===== config.mk =====
export PLATFORM = sky130hd
export DESIGN_NAME = imem_loader_flat
export DESIGN_NICKNAME = d
export VERILOG_FILES = /design/src/rtl/imem_loader_pkg.sv /design/src/rtl/imem_loader_if.sv /design/src/rtl/imem_word_packer.sv /design/src/rtl/imem_loader.sv /design/src/flat_wrapper.sv
export SDC_FILE = /design/constraint.sdc
export NUM_CORES = 1
export LEC_CHECK = 0
export ABC_AREA = 1
export CAP_MARGIN = 20
export CORE_ASPECT_RATIO = 1.5
export CORE_MARGIN = 2
export CORE_UTILIZATION = 45
export DETAILED_ROUTE_END_ITERATION = 16
export DONT_BUFFER_PORTS = 1
export PLACE_DENSITY = 0.64
export SYNTH_ARGS = -nofsm -noshare
export SYNTH_HDL_FRONTEND = slang
export SYNTH_SLANG_ARGS = --single-unit

===== constraint.sdc =====
create_clock -name clk -period 2.4 [get_ports clk]
set_clock_uncertainty 0.05 [all_clocks]
set_input_delay 0.24 -clock clk [delete_from_list [all_inputs] [get_ports clk]]
set_output_delay 0.24 -clock clk [all_outputs]
set_load 0.02 [all_outputs]

===== src/rtl/imem_loader_pkg.sv =====
// Shared types and helpers for the boot-time instruction memory loader.
// Frame layout: sync, length low, length high, data words, checksum.
package imem_loader_pkg;

    typedef enum logic [2:0] {
        S_IDLE,
        S_LEN0,
        S_LEN1,
        S_DATA,
        S_CSUM,
        S_DONE,
        S_ERR
    } loader_state_e;

    localparam logic [7:0] SYNC_BYTE_DEFAULT = 8'hA5;

    // Byte positions within a frame, counted from the sync byte.
    localparam int FRAME_OFS_LEN_LO = 1;
    localparam int FRAME_OFS_LEN_HI = 2;

    function automatic logic [7:0] csum_update(input logic [7:0] csum, input logic [7:0] data_byte);
        return csum ^ data_byte;
    endfunction

endpackage


===== src/rtl/imem_loader_if.sv =====
// Byte stream in, imem write port and core control out.
// The master modport is the loader side; slave is the surrounding system.
interface imem_loader_if #(
    parameter int AddrWidth = 32
);
    logic                 rx_valid;
    logic [7:0]           rx_data;
    logic                 imem_we;
    logic [AddrWidth-1:0] imem_waddr;
    logic [31:0]          imem_wdata;
    logic                 core_hold;
    logic                 load_done;
    logic                 load_err;
    logic [15:0]          words_loaded;

    modport master (
        input  rx_valid, rx_data,
        output imem_we, imem_waddr, imem_wdata, core_hold, load_done, load_err, words_loaded
    );

    modport slave (
        output rx_valid, rx_data,
        input  imem_we, imem_waddr, imem_wdata, core_hold, load_done, load_err, words_loaded
    );
endinterface


===== src/rtl/imem_word_packer.sv =====
// Packs bytes LSB-first into 32-bit words; word_ready pulses the cycle
// after the 4th byte, while word still holds the completed value.
module imem_word_packer (
    input  logic        clk,
    input  logic        rst,
    input  logic        clear,
    input  logic        byte_valid,
    input  logic [7:0]  byte_in,
    output logic [31:0] word,
    output logic        word_ready,
    output logic [1:0]  byte_idx
);
    logic [7:0] lane_reg [4];
    logic [1:0] byte_idx_reg;
    logic       word_ready_reg;

    genvar gi;
    generate
        for (gi = 0; gi < 4; gi++) begin : g_lane
            logic [7:0] lane_in;
            // New bytes enter at the top lane and drift down toward [7:0].
            if (gi == 3) begin : g_top
                assign lane_in = byte_in;
            end else begin : g_mid
                assign lane_in = lane_reg[gi+1];
            end

            always_ff @(posedge clk) begin
                if (rst || clear) begin
                    lane_reg[gi] <= 8'h00;
                end else if (byte_valid) begin
                    lane_reg[gi] <= lane_in;
                end
            end

            assign word[8*gi +: 8] = lane_reg[gi];
        end
    endgenerate

    always_ff @(posedge clk) begin
        if (rst) begin
            byte_idx_reg   <= 2'd0;
            word_ready_reg <= 1'b0;
        end else begin
            word_ready_reg <= 1'b0;
            if (clear) begin
                byte_idx_reg <= 2'd0;
            end else if (byte_valid) begin
                byte_idx_reg <= byte_idx_reg + 2'd1;
                if (byte_idx_reg == 2'd3) begin
                    word_ready_reg <= 1'b1;
                end
            end
        end
    end

    assign word_ready = word_ready_reg;
    assign byte_idx   = byte_idx_reg;

endmodule


===== src/rtl/imem_loader.sv =====
// Boot loader: parses framed UART bytes, writes words to imem from address 0,
// verifies the XOR checksum and holds the core until a good image is in place.
module imem_loader
    import imem_loader_pkg::*;
#(
    parameter int         AddrWidth     = 32,
    parameter int         DepthWords    = 512,
    parameter logic [7:0] SyncByte      = SYNC_BYTE_DEFAULT,
    parameter int         TimeoutCycles = 1000000
) (
    input  logic           clk,
    input  logic           rst,
    imem_loader_if.master  bus
);
    localparam int TW = $clog2(TimeoutCycles + 1);

    loader_state_e        state_reg;
    logic [7:0]           len_lo_reg;
    logic [15:0]          len_reg;
    logic [7:0]           csum_reg;
    logic [15:0]          words_loaded_reg;
    logic [AddrWidth-1:0] waddr_reg;
    logic                 core_hold_reg;
    logic                 load_done_reg;
    logic                 load_err_reg;
    logic [TW-1:0]        idle_cnt_reg;

    logic        sync_seen;
    logic        pack_valid;
    logic        pack_ready;
    logic [1:0]  byte_idx;
    logic [31:0] pack_word;
    logic [15:0] len_next;
    logic        in_frame;
    logic        timed_out;

    // A sync byte only restarts from IDLE or ERR; inside a frame it is data.
    assign sync_seen  = bus.rx_valid && (bus.rx_data == SyncByte) &&
                        ((state_reg == S_IDLE) || (state_reg == S_ERR));
    assign pack_valid = bus.rx_valid && (state_reg == S_DATA);
    assign len_next   = (16'(bus.rx_data) << (8 * (FRAME_OFS_LEN_HI - FRAME_OFS_LEN_LO)))
                        | 16'(len_lo_reg);
    assign in_frame   = (state_reg == S_LEN0) || (state_reg == S_LEN1) ||
                        (state_reg == S_DATA) || (state_reg == S_CSUM);
    assign timed_out  = in_frame && !bus.rx_valid && (idle_cnt_reg == TW'(TimeoutCycles - 1));

    imem_word_packer u_packer (
        .clk        (clk),
        .rst        (rst),
        .clear      (sync_seen),
        .byte_valid (pack_valid),
        .byte_in    (bus.rx_data),
        .word       (pack_word),
        .word_ready (pack_ready),
        .byte_idx   (byte_idx)
    );

    always_ff @(posedge clk) begin
        if (rst) begin
            state_reg        <= S_IDLE;
            len_lo_reg       <= 8'h00;
            len_reg          <= 16'h0000;
            csum_reg         <= 8'h00;
            words_loaded_reg <= 16'h0000;
            waddr_reg        <= '0;
            core_hold_reg    <= 1'b0;
            load_done_reg    <= 1'b0;
            load_err_reg     <= 1'b0;
            idle_cnt_reg     <= '0;
        end else begin
            load_done_reg <= 1'b0;
            if (in_frame) begin
                idle_cnt_reg <= bus.rx_valid ? '0 : idle_cnt_reg + 1'b1;
            end

            if (timed_out) begin
                state_reg    <= S_ERR;
                load_err_reg <= 1'b1;
            end else begin
                case (state_reg)
                    S_IDLE, S_ERR: begin
                        if (sync_seen) begin
                            state_reg        <= S_LEN0;
                            core_hold_reg    <= 1'b1;
                            load_err_reg     <= 1'b0;
                            words_loaded_reg <= 16'h0000;
                            csum_reg         <= 8'h00;
                            idle_cnt_reg     <= '0;
                        end
                    end
                    S_LEN0: begin
                        if (bus.rx_valid) begin
                            len_lo_reg <= bus.rx_data;
                            state_reg  <= S_LEN1;
                        end
                    end
                    S_LEN1: begin
                        if (bus.rx_valid) begin
                            len_reg <= len_next;
                            if (len_next > 16'(DepthWords)) begin
                                state_reg    <= S_ERR;
                                load_err_reg <= 1'b1;
                            end else if (len_next == 16'h0000) begin
                                state_reg <= S_CSUM;
                            end else begin
                                state_reg <= S_DATA;
                            end
                        end
                    end
                    S_DATA: begin
                        if (bus.rx_valid) begin
                            csum_reg <= csum_update(csum_reg, bus.rx_data);
                            // Address and count are registered alongside the packer's word_ready.
                            if (byte_idx == 2'd3) begin
                                waddr_reg        <= AddrWidth'({words_loaded_reg, 2'b00});
                                words_loaded_reg <= words_loaded_reg + 16'd1;
                                if ((words_loaded_reg + 16'd1) == len_reg) begin
                                    state_reg <= S_CSUM;
                                end
                            end
                        end
                    end
                    S_CSUM: begin
                        if (bus.rx_valid) begin
                            if (bus.rx_data == csum_reg) begin
                                state_reg <= S_DONE;
                            end else begin
                                state_reg    <= S_ERR;
                                load_err_reg <= 1'b1;
                            end
                        end
                    end
                    S_DONE: begin
                        state_reg     <= S_IDLE;
                        load_done_reg <= 1'b1;
                        core_hold_reg <= 1'b0;
                    end
                    default: state_reg <= S_IDLE;
                endcase
            end
        end
    end

    assign bus.imem_we      = pack_ready;
    assign bus.imem_wdata   = pack_word;
    assign bus.imem_waddr   = waddr_reg;
    assign bus.core_hold    = core_hold_reg;
    assign bus.load_done    = load_done_reg;
    assign bus.load_err     = load_err_reg;
    assign bus.words_loaded = words_loaded_reg;

endmodule


===== src/flat_wrapper.sv =====
// flat-port wrapper written by rule: the top's interface ports become plain ports
module imem_loader_flat import imem_loader_pkg::*;
#(
    parameter int         AddrWidth     = 32,
    parameter int         DepthWords    = 512,
    parameter logic [7:0] SyncByte      = SYNC_BYTE_DEFAULT,
    parameter int         TimeoutCycles = 1000000
)
  (clk, rst, bus_rx_valid, bus_rx_data, bus_imem_we, bus_imem_waddr, bus_imem_wdata, bus_core_hold, bus_load_done, bus_load_err, bus_words_loaded);
  imem_loader_if #(.AddrWidth(AddrWidth)) bus_i ();
  input  logic clk;
  input  logic rst;
  input wire logic [$bits(bus_i.rx_valid)-1:0] bus_rx_valid;
  input wire logic [$bits(bus_i.rx_data)-1:0] bus_rx_data;
  output wire logic [$bits(bus_i.imem_we)-1:0] bus_imem_we;
  output wire logic [$bits(bus_i.imem_waddr)-1:0] bus_imem_waddr;
  output wire logic [$bits(bus_i.imem_wdata)-1:0] bus_imem_wdata;
  output wire logic [$bits(bus_i.core_hold)-1:0] bus_core_hold;
  output wire logic [$bits(bus_i.load_done)-1:0] bus_load_done;
  output wire logic [$bits(bus_i.load_err)-1:0] bus_load_err;
  output wire logic [$bits(bus_i.words_loaded)-1:0] bus_words_loaded;
  assign bus_i.rx_valid = bus_rx_valid;
  assign bus_i.rx_data = bus_rx_data;
  assign bus_imem_we = bus_i.imem_we;
  assign bus_imem_waddr = bus_i.imem_waddr;
  assign bus_imem_wdata = bus_i.imem_wdata;
  assign bus_core_hold = bus_i.core_hold;
  assign bus_load_done = bus_i.load_done;
  assign bus_load_err = bus_i.load_err;
  assign bus_words_loaded = bus_i.words_loaded;
  imem_loader #(.AddrWidth(AddrWidth), .DepthWords(DepthWords), .SyncByte(SyncByte), .TimeoutCycles(TimeoutCycles)) u_core (.clk(clk), .rst(rst), .bus(bus_i));
endmodule

## Word level (Yosys, flattened, before mapping)

Memory sizes are Yosys's and may differ from the RTL's.
Index checks and enable logic that the tools add are counted.

| word-level totals | value |
|---|---|
| register bits | 93 |
| latch bits | 0 |
| bits in writable memories | 32 |
| memory bits (read-only) | 0 |
| input port bits | 11 |
| output and inout bits | 84 |
| logic and storage cells | 126 |
| memories kept | 1 |

| operators by class | value |
|---|---|
| add/subtract/negate cells | 3 |
| $mul | 0 |
| divide/modulo/power cells | 0 |
| $lt $le $gt $ge | 1 |
| eq/ne operators | 27 |
| shift-type cells | 0 |
| muxes and demuxes | 44 |
| bitwise operators | 8 |
| reduce and logical (&&, ||, !) cells | 29 |

Memory list:

| name | depth | width | rd ports | clocked after memory_dff | wr ports | line | text |
|---|---|---|---|---|---|---|---|
| u_core.u_packer.lane_reg | 4 | 8 | 4 | 0 | 4 | imem_word_packer.sv:13 | `logic [7:0] lane_reg [4];` |

Operators by type and width:

| cell | number |
|---|---|
| $mux W20 | 5 |
| $mux W16 | 3 |
| $mux W8 | 6 |
| $pmux W16 S2 | 1 |
| $mux W3 | 10 |
| $ne A3 B2 Y1 const B | 9 |
| $add A20 B1 Y20 const B | 1 |
| $eq A20 B20 Y1 const B | 1 |
| $add A16 B1 Y16 const B | 1 |
| $eq A16 B16 Y1 | 1 |
| $gt A16 B10 Y1 const B | 1 |
| $logic_not A16 Y1 | 1 |
| $or A16 B8 Y16 | 1 |
| $pmux W8 S2 | 1 |
| $pmux W3 S5 | 1 |
| $mux W1 | 14 |
| $ne A2 B2 Y1 const B | 7 |
| $reduce_and A7 Y1 | 2 |
| $eq A3 B3 Y1 const B | 3 |
| $reduce_and A3 Y1 | 3 |
| $eq A8 B8 Y1 | 1 |
| $eq A8 B8 Y1 const B | 1 |
| $reduce_and A4 Y1 | 2 |
| $xor A8 B8 Y8 | 1 |
| other kinds (19) | 35 |

## Longest topological paths before layout

| logic depth | value |
|---|---|
| depth after elaboration | 8 |
| depth in mapped cells | 18 |
| mapped depth without buffers | 18 |

## Cells and area by module

From an unflattened synthesis, not the netlist that was laid out.

| second synthesis, totals | value |
|---|---|
| cells, all modules | 805 |
| area total of the unflattened synthesis | 6232.2 µm² |

Modules (own cells, without submodules):

| module | instances | cells an instance | area each (µm²) | sequential area each (µm²) |
|---|---|---|---|---|
| imem_loader | 1 | 687 | 4828.4 | 1801.7 |
| imem_word_packer | 1 | 118 | 1403.8 | 1021.0 |

## Worst setup path before layout

OpenSTA, ideal clock, no wires.

| timing | value |
|---|---|
| path type | reg-to-reg |
| from | register u_core.state_reg[1] |
| to | memory u_core.u_packer.lane_reg[0][0] (enable) |
| setup time | 395 ps |
| data arrival time | 1831 ps |
| required time | 1955 ps |
| slack | 124 ps |
| cell stages (with the launch flop) | 9 |
| path buffers | 0 |
| clock period less this slack | 2276 ps |
| path through | dfxtp_1 > inv_1 > nor2_2 > inv_1 > nor2_4 > inv_2 > nor2_1 > inv_2 > nand3_1 |

RTL lines:

| item | line | text |
|---|---|---|
| start: declaration | imem_loader.sv:17 | `loader_state_e state_reg;` |
| start signal: assignment | imem_loader.sv:60 | `state_reg <= S_IDLE;` |
| start signal: assignment | imem_loader.sv:77 | `state_reg <= S_ERR;` |
| start signal: assignment | imem_loader.sv:83 | `state_reg <= S_LEN0;` |
| end: declaration | imem_word_packer.sv:13 |  |

## Worst setup path in the final report

| timing | value |
|---|---|
| from | register u_core.words_loaded_reg[7], in the netlist u_core.bus.words_loaded[7] |
| to | register u_core.state_reg[1] |

| between the ends | value |
|---|---|
| cells in the longest elaborated chain, start to end | 4 |

RTL lines:

| item | line | text |
|---|---|---|
| start: declaration | imem_loader.sv:21 | `logic [15:0] words_loaded_reg;` |
| start signal: assignment | imem_loader.sv:116 | `words_loaded_reg <= words_loaded_reg + 16'd1;` |
| $add A16 B1 Y16 | imem_loader.sv:117 | `if ((words_loaded_reg + 16'd1) == len_reg) begin` |
| $eq A16 B16 Y1 | imem_loader.sv:117 |  |
| $ne A3 B2 Y1 (no source line) | n/a |  |
| $reduce_and A7 Y1 (no source line) | n/a |  |
| end signal: assignment | imem_loader.sv:118 | `state_reg <= S_CSUM;` |
| end signal: assignment | imem_loader.sv:126 | `state_reg <= S_DONE;` |
| end signal: assignment | imem_loader.sv:128 | `state_reg <= S_ERR;` |

Every way passes these cells.
A chain may end at the register's enable or synchronous reset.

==> results.py <==
metrics = {
    "hold_path": {
        "hp-class": "in2reg",
        "holdPathStages": 2,
        "hp-start": "bus_rx_data[2]",
        "holdPathEnd": "u_core.len_reg[10]",
    },
    "setup_path": {
        "path_buf_inv": 2,
        "worstSetupPathType": "reg2reg",
        "path_max_fanout": 6,
        "cp_cell_sequence": "nand2_1 -> nor2_2 -> nand3_1 -> nand3b_1 -> nand2_1 -> inv_1 -> nand2_1 -> nor2_1 -> nand3_1 -> nand2_1 -> nand2_2 -> nand2_1 -> nand3_1 -> nand2_1 -> inv_1",
        "cpMaxStageDelayCell": "dfxtp_1",
        "crit_required_ns": 2.66,
        "r2r_slack_ns": 0.23,
        "arrival_ns": 2.42,
        "r2r-end": "u_core.state_reg[1]",
        "endpoint_kind": "flop",
        "cpPeakStageDelay_ns": 0.46,
        "r2r-start": "u_core.bus.words_loaded[7]",
        "crit_top_cell": "nand2_1",
        "startpoint_type": "flop",
        "cpLargestDelayFamily": "simple AND/OR/NAND/NOR gates",
        "rr_worst_depth": 15,
    },
    "synthesis": {
        "synth_warnings": 0,
        "yosysSeqAreaShare_pct": 46.4,
        "postSynthCellCount": 790,
        "synth-edff-count": 32,
        "ys_top_cells_by_area": "dfxtp_1, edfxtp_1, nand2_1",
        "syn_area_mm2": 0.00608,
        "synthFlopType": "dfxtp_1",
        "synthArstFlopShare_pct": 0,
        "synth_top_area_cell": "dfxtp_1",
        "synth-seq-cells": 125,
        "syn_area_per_cell_um2": 7.69,
        "ys_types": 45,
        "synth_top_area_share_pct": 30.6,
    },
    "finish": {
        "largest_register_ffs": 32,
        "layout-drive-gt1-share_pct": 12.1,
        "area_delta_synth_final_pct": 14.2,
        "nNetsFinal": 827,
        "n_antenna_cell": 0,
        "fin_area_mm2": 0.00694,
        "fillCellCount": 1247,
    },
    "placement": {
        "place.gp.congestion": 0.919,
        "hpwl_um": 10900,
        "port_buffers": 0,
        "place_area_mm2": 0.00631,
    },
    "drt": {
        "drtIter0Drc": 237,
        "wl_um": 15100,
        "vias": 5334,
        "avgViaCountPerCell": 5.40,
        "drc_errors": 0,
        "ant_nets": 0,
        "drt_first_pass_iters": 7,
        "wl_per_cell_um": 15.3,
    },
    "power": {
        "pwr-share-seq_pct": 37.9,
        "internal_power_mw": 4.41,
        "p_clk_share_pct": 36.4,
        "combPwrFrac_pct": 25.6,
        "ir_drop_mv": 0.507,
        "p_leak_nw": 2.77,
        "p_sw_share_pct": 35.6,
        "power_switching_mw": 2.43,
        "power_mw": 6.85,
        "p_per_area_mw_per_mm2": 986,
    },
    "clocking": {
        "clk-insertion-delay-late_ns": 0.41,
        "cts_buffer_depth": 2,
        "clkSinkCount": 125,
        "cts.clk_slew.worst_paths_ns": 0.06,
        "cts_max_level": 4,
        "cts_tree": "yes",
        "cts_buffers": 17,
        "root_buffer": "clkbuf_16",
    },
    "timing": {
        "period_minus_slack_ns": 2.17,
        "max_slew.worst_pin.slew_ns": 0.531,
        "rsz0062_at_grt": "false",
        "slew_headroom_pct": 64.3,
        "final-setup-viol-count": 0,
        "drv_slew": 0,
        "tns_ns": 0,
        "max_freq_mhz": 461,
        "hold_violations": 0,
        "period_share_pct": 90.3,
    },
    "grt": {
        "grt_pass1_wl_um": 24700,
        "grt_use_total_pct": 21.1,
        "antenna_found_initial": 0,
        "grt_max_degree": 41,
        "grt_pass1_vias": 5226,
        "gr-total-overflow": 0,
    },
    "die": {
        "coreArea_mm2": 0.0133,
        "start_util_pct": 45.6,
        "die_y_um": 146,
        "die_w_um": 98.9,
        "io_pins": 95,
        "placementRows": 52,
        "die-area_mm2": 0.0145,
    },
    "outcome": {
        "status": "complete, no violations",
    },
    "job": {
        "max_cap_viol_count": 0,
    },
}
==> power by group through the flow <==
stage / Sequential [mW] / Clock (mW) / Combinational, mW
after CTS: 2.60 / 2.54 / 1.75
after floorplan: 2.62 / 0 / 1.26
after global placement: 2.64 / 0 / 1.68
after detailed placement: 2.64 / 0 / 1.72
after global routing: 2.62 / 2.63 / 1.95
final: 2.60 / 2.49 / 1.75
==> layer usage <==
| metal | vias up | GRT usage [%] | wire length (µm) |
|---|---|---|---|
| li1 | 2641 | - | - |
| met1 | 2460 | 22.0 | 5760 |
| met2 | 189 | 38.9 | 8150 |
| met3 | 44 | 5.03 | 719 |
| met4 | 0 | 9.79 | 447 |
| met5 | - | 0 | 0 |
==> final cells by class <==
type                            instances  area [µm²]  share of cell area, %
Tap cell                              162         203                   2.92
Clock buffer                           17         425                   6.13
Multi-Input combinational cell        546        2730                   39.3
Timing Repair Buffer                   30         255                   3.68
Sequential cell                       125        2830                   40.7
Inverter                               93         350                   5.05
Clock inverter                         15         154                   2.22
==> stage by stage <==
stage / instances / hold slack, ns / utilization, % / setup slack, ns
global route: 988 / 0.00398 / 52.1 / 0.00592
floorplan: 805 / 0.349 / - / 0.124
CTS: 987 / 0.000245 / 51.9 / 0.174
global placement: 952 / 0.268 / 47.3 / 0.247
finish: 988 / 0.00867 / 52.1 / 0.232
detailed placement: 952 / 0.269 / 47.3 / 0.193
==> repair_timing <==
| action | CTS | global route |
|---|---|---|
| hold buffers | 3 | 0 |
| buffers inserted | 0 | 1 |
| gates resized for setup | 0 | 5 |
| endpoints found under the setup margin | 0 | 3 |
| endpoints found under the hold margin | 30 | 0 |
==> synthesized netlist by cell type, types with 2 or more instances <==
library cell,instances
inv_2,2
o22ai_1,2
inv_1,90
xor2_1,11
o21ai_0,46
o21ai_1,4
nor2_2,7
buf_2,7
nor2_1,107
dfxtp_1,93
a31oi_1,7
a21oi_1,62
edfxtp_1,32
nor4_1,6
nor2_4,3
o21a_1,2
nor3b_2,2
nand3_2,5
nand4_1,16
or2_2,4
ha_1,3
nand3b_1,9
xnor2_1,2
a211oi_1,17
clkbuf_1,15
nand2_2,6
buf_4,18
nor3_4,2
nor3_1,8
nand2_1,147
a221oi_1,3
nand3_1,39
==> logic make-up (layout without fill, tap and decap cells) <==
kind of cell / Yosys count / count (layout) / share of synthesized area (%)
other: 1 / 16 / 0.0617
xor gates and xnor gates: 13 / 13 / 1.87
adders and majority gates: 3 / 3 / 0.618
DFF: 125 / 125 / 46.4
AOI/OAI and AO/OA: 151 / 151 / 14.1
buffers and inverters: 134 / 155 / 9.67
and+or+nand+nor: 363 / 363 / 27.2
==> cell usage in the layout (no fill, tap or decap), types with 5 or more instances in the layout <==
cell type,netlist,layout
a21oi_1,62,62
nor2_1,107,105
nand3_2,5,5
nand3_1,39,39
a211oi_1,17,17
dfxtp_1,93,91
nor2_2,7,9
inv_6,0,6
inv_1,90,90
nor3_1,8,8
a31oi_1,7,7
edfxtp_1,32,32
nand2_1,147,147
clkbuf_16,0,17
nor4_1,6,6
nand3b_1,9,9
o21ai_0,46,46
buf_4,18,26
nand4_1,16,16
nand2_2,6,6
xor2_1,11,11
conb_1,1,16
==> how the worst max path moves through the flow <==
| stage | startpoint | to | slack (ns) | cells past startpoint |
|---|---|---|---|---|
| after floorplan | u_core.state_reg[1] | u_core.u_packer.lane_reg[0][0] | 0.12 | 8 |
| final | u_core.bus.words_loaded[7] | u_core.state_reg[1] | 0.23 | 15 |
| after detailed placement | u_core.bus.words_loaded[7] | u_core.state_reg[1] | 0.19 | 15 |
| after global routing | u_core.bus.words_loaded[1] | u_core.state_reg[1] | 0.006 | 18 |
| after CTS | u_core.bus.words_loaded[7] | u_core.state_reg[1] | 0.17 | 15 |
| after global placement | u_core.bus.words_loaded[0] | u_core.state_reg[1] | 0.25 | 16 |
No activity file was read; power rests on OpenSTA's default activity.
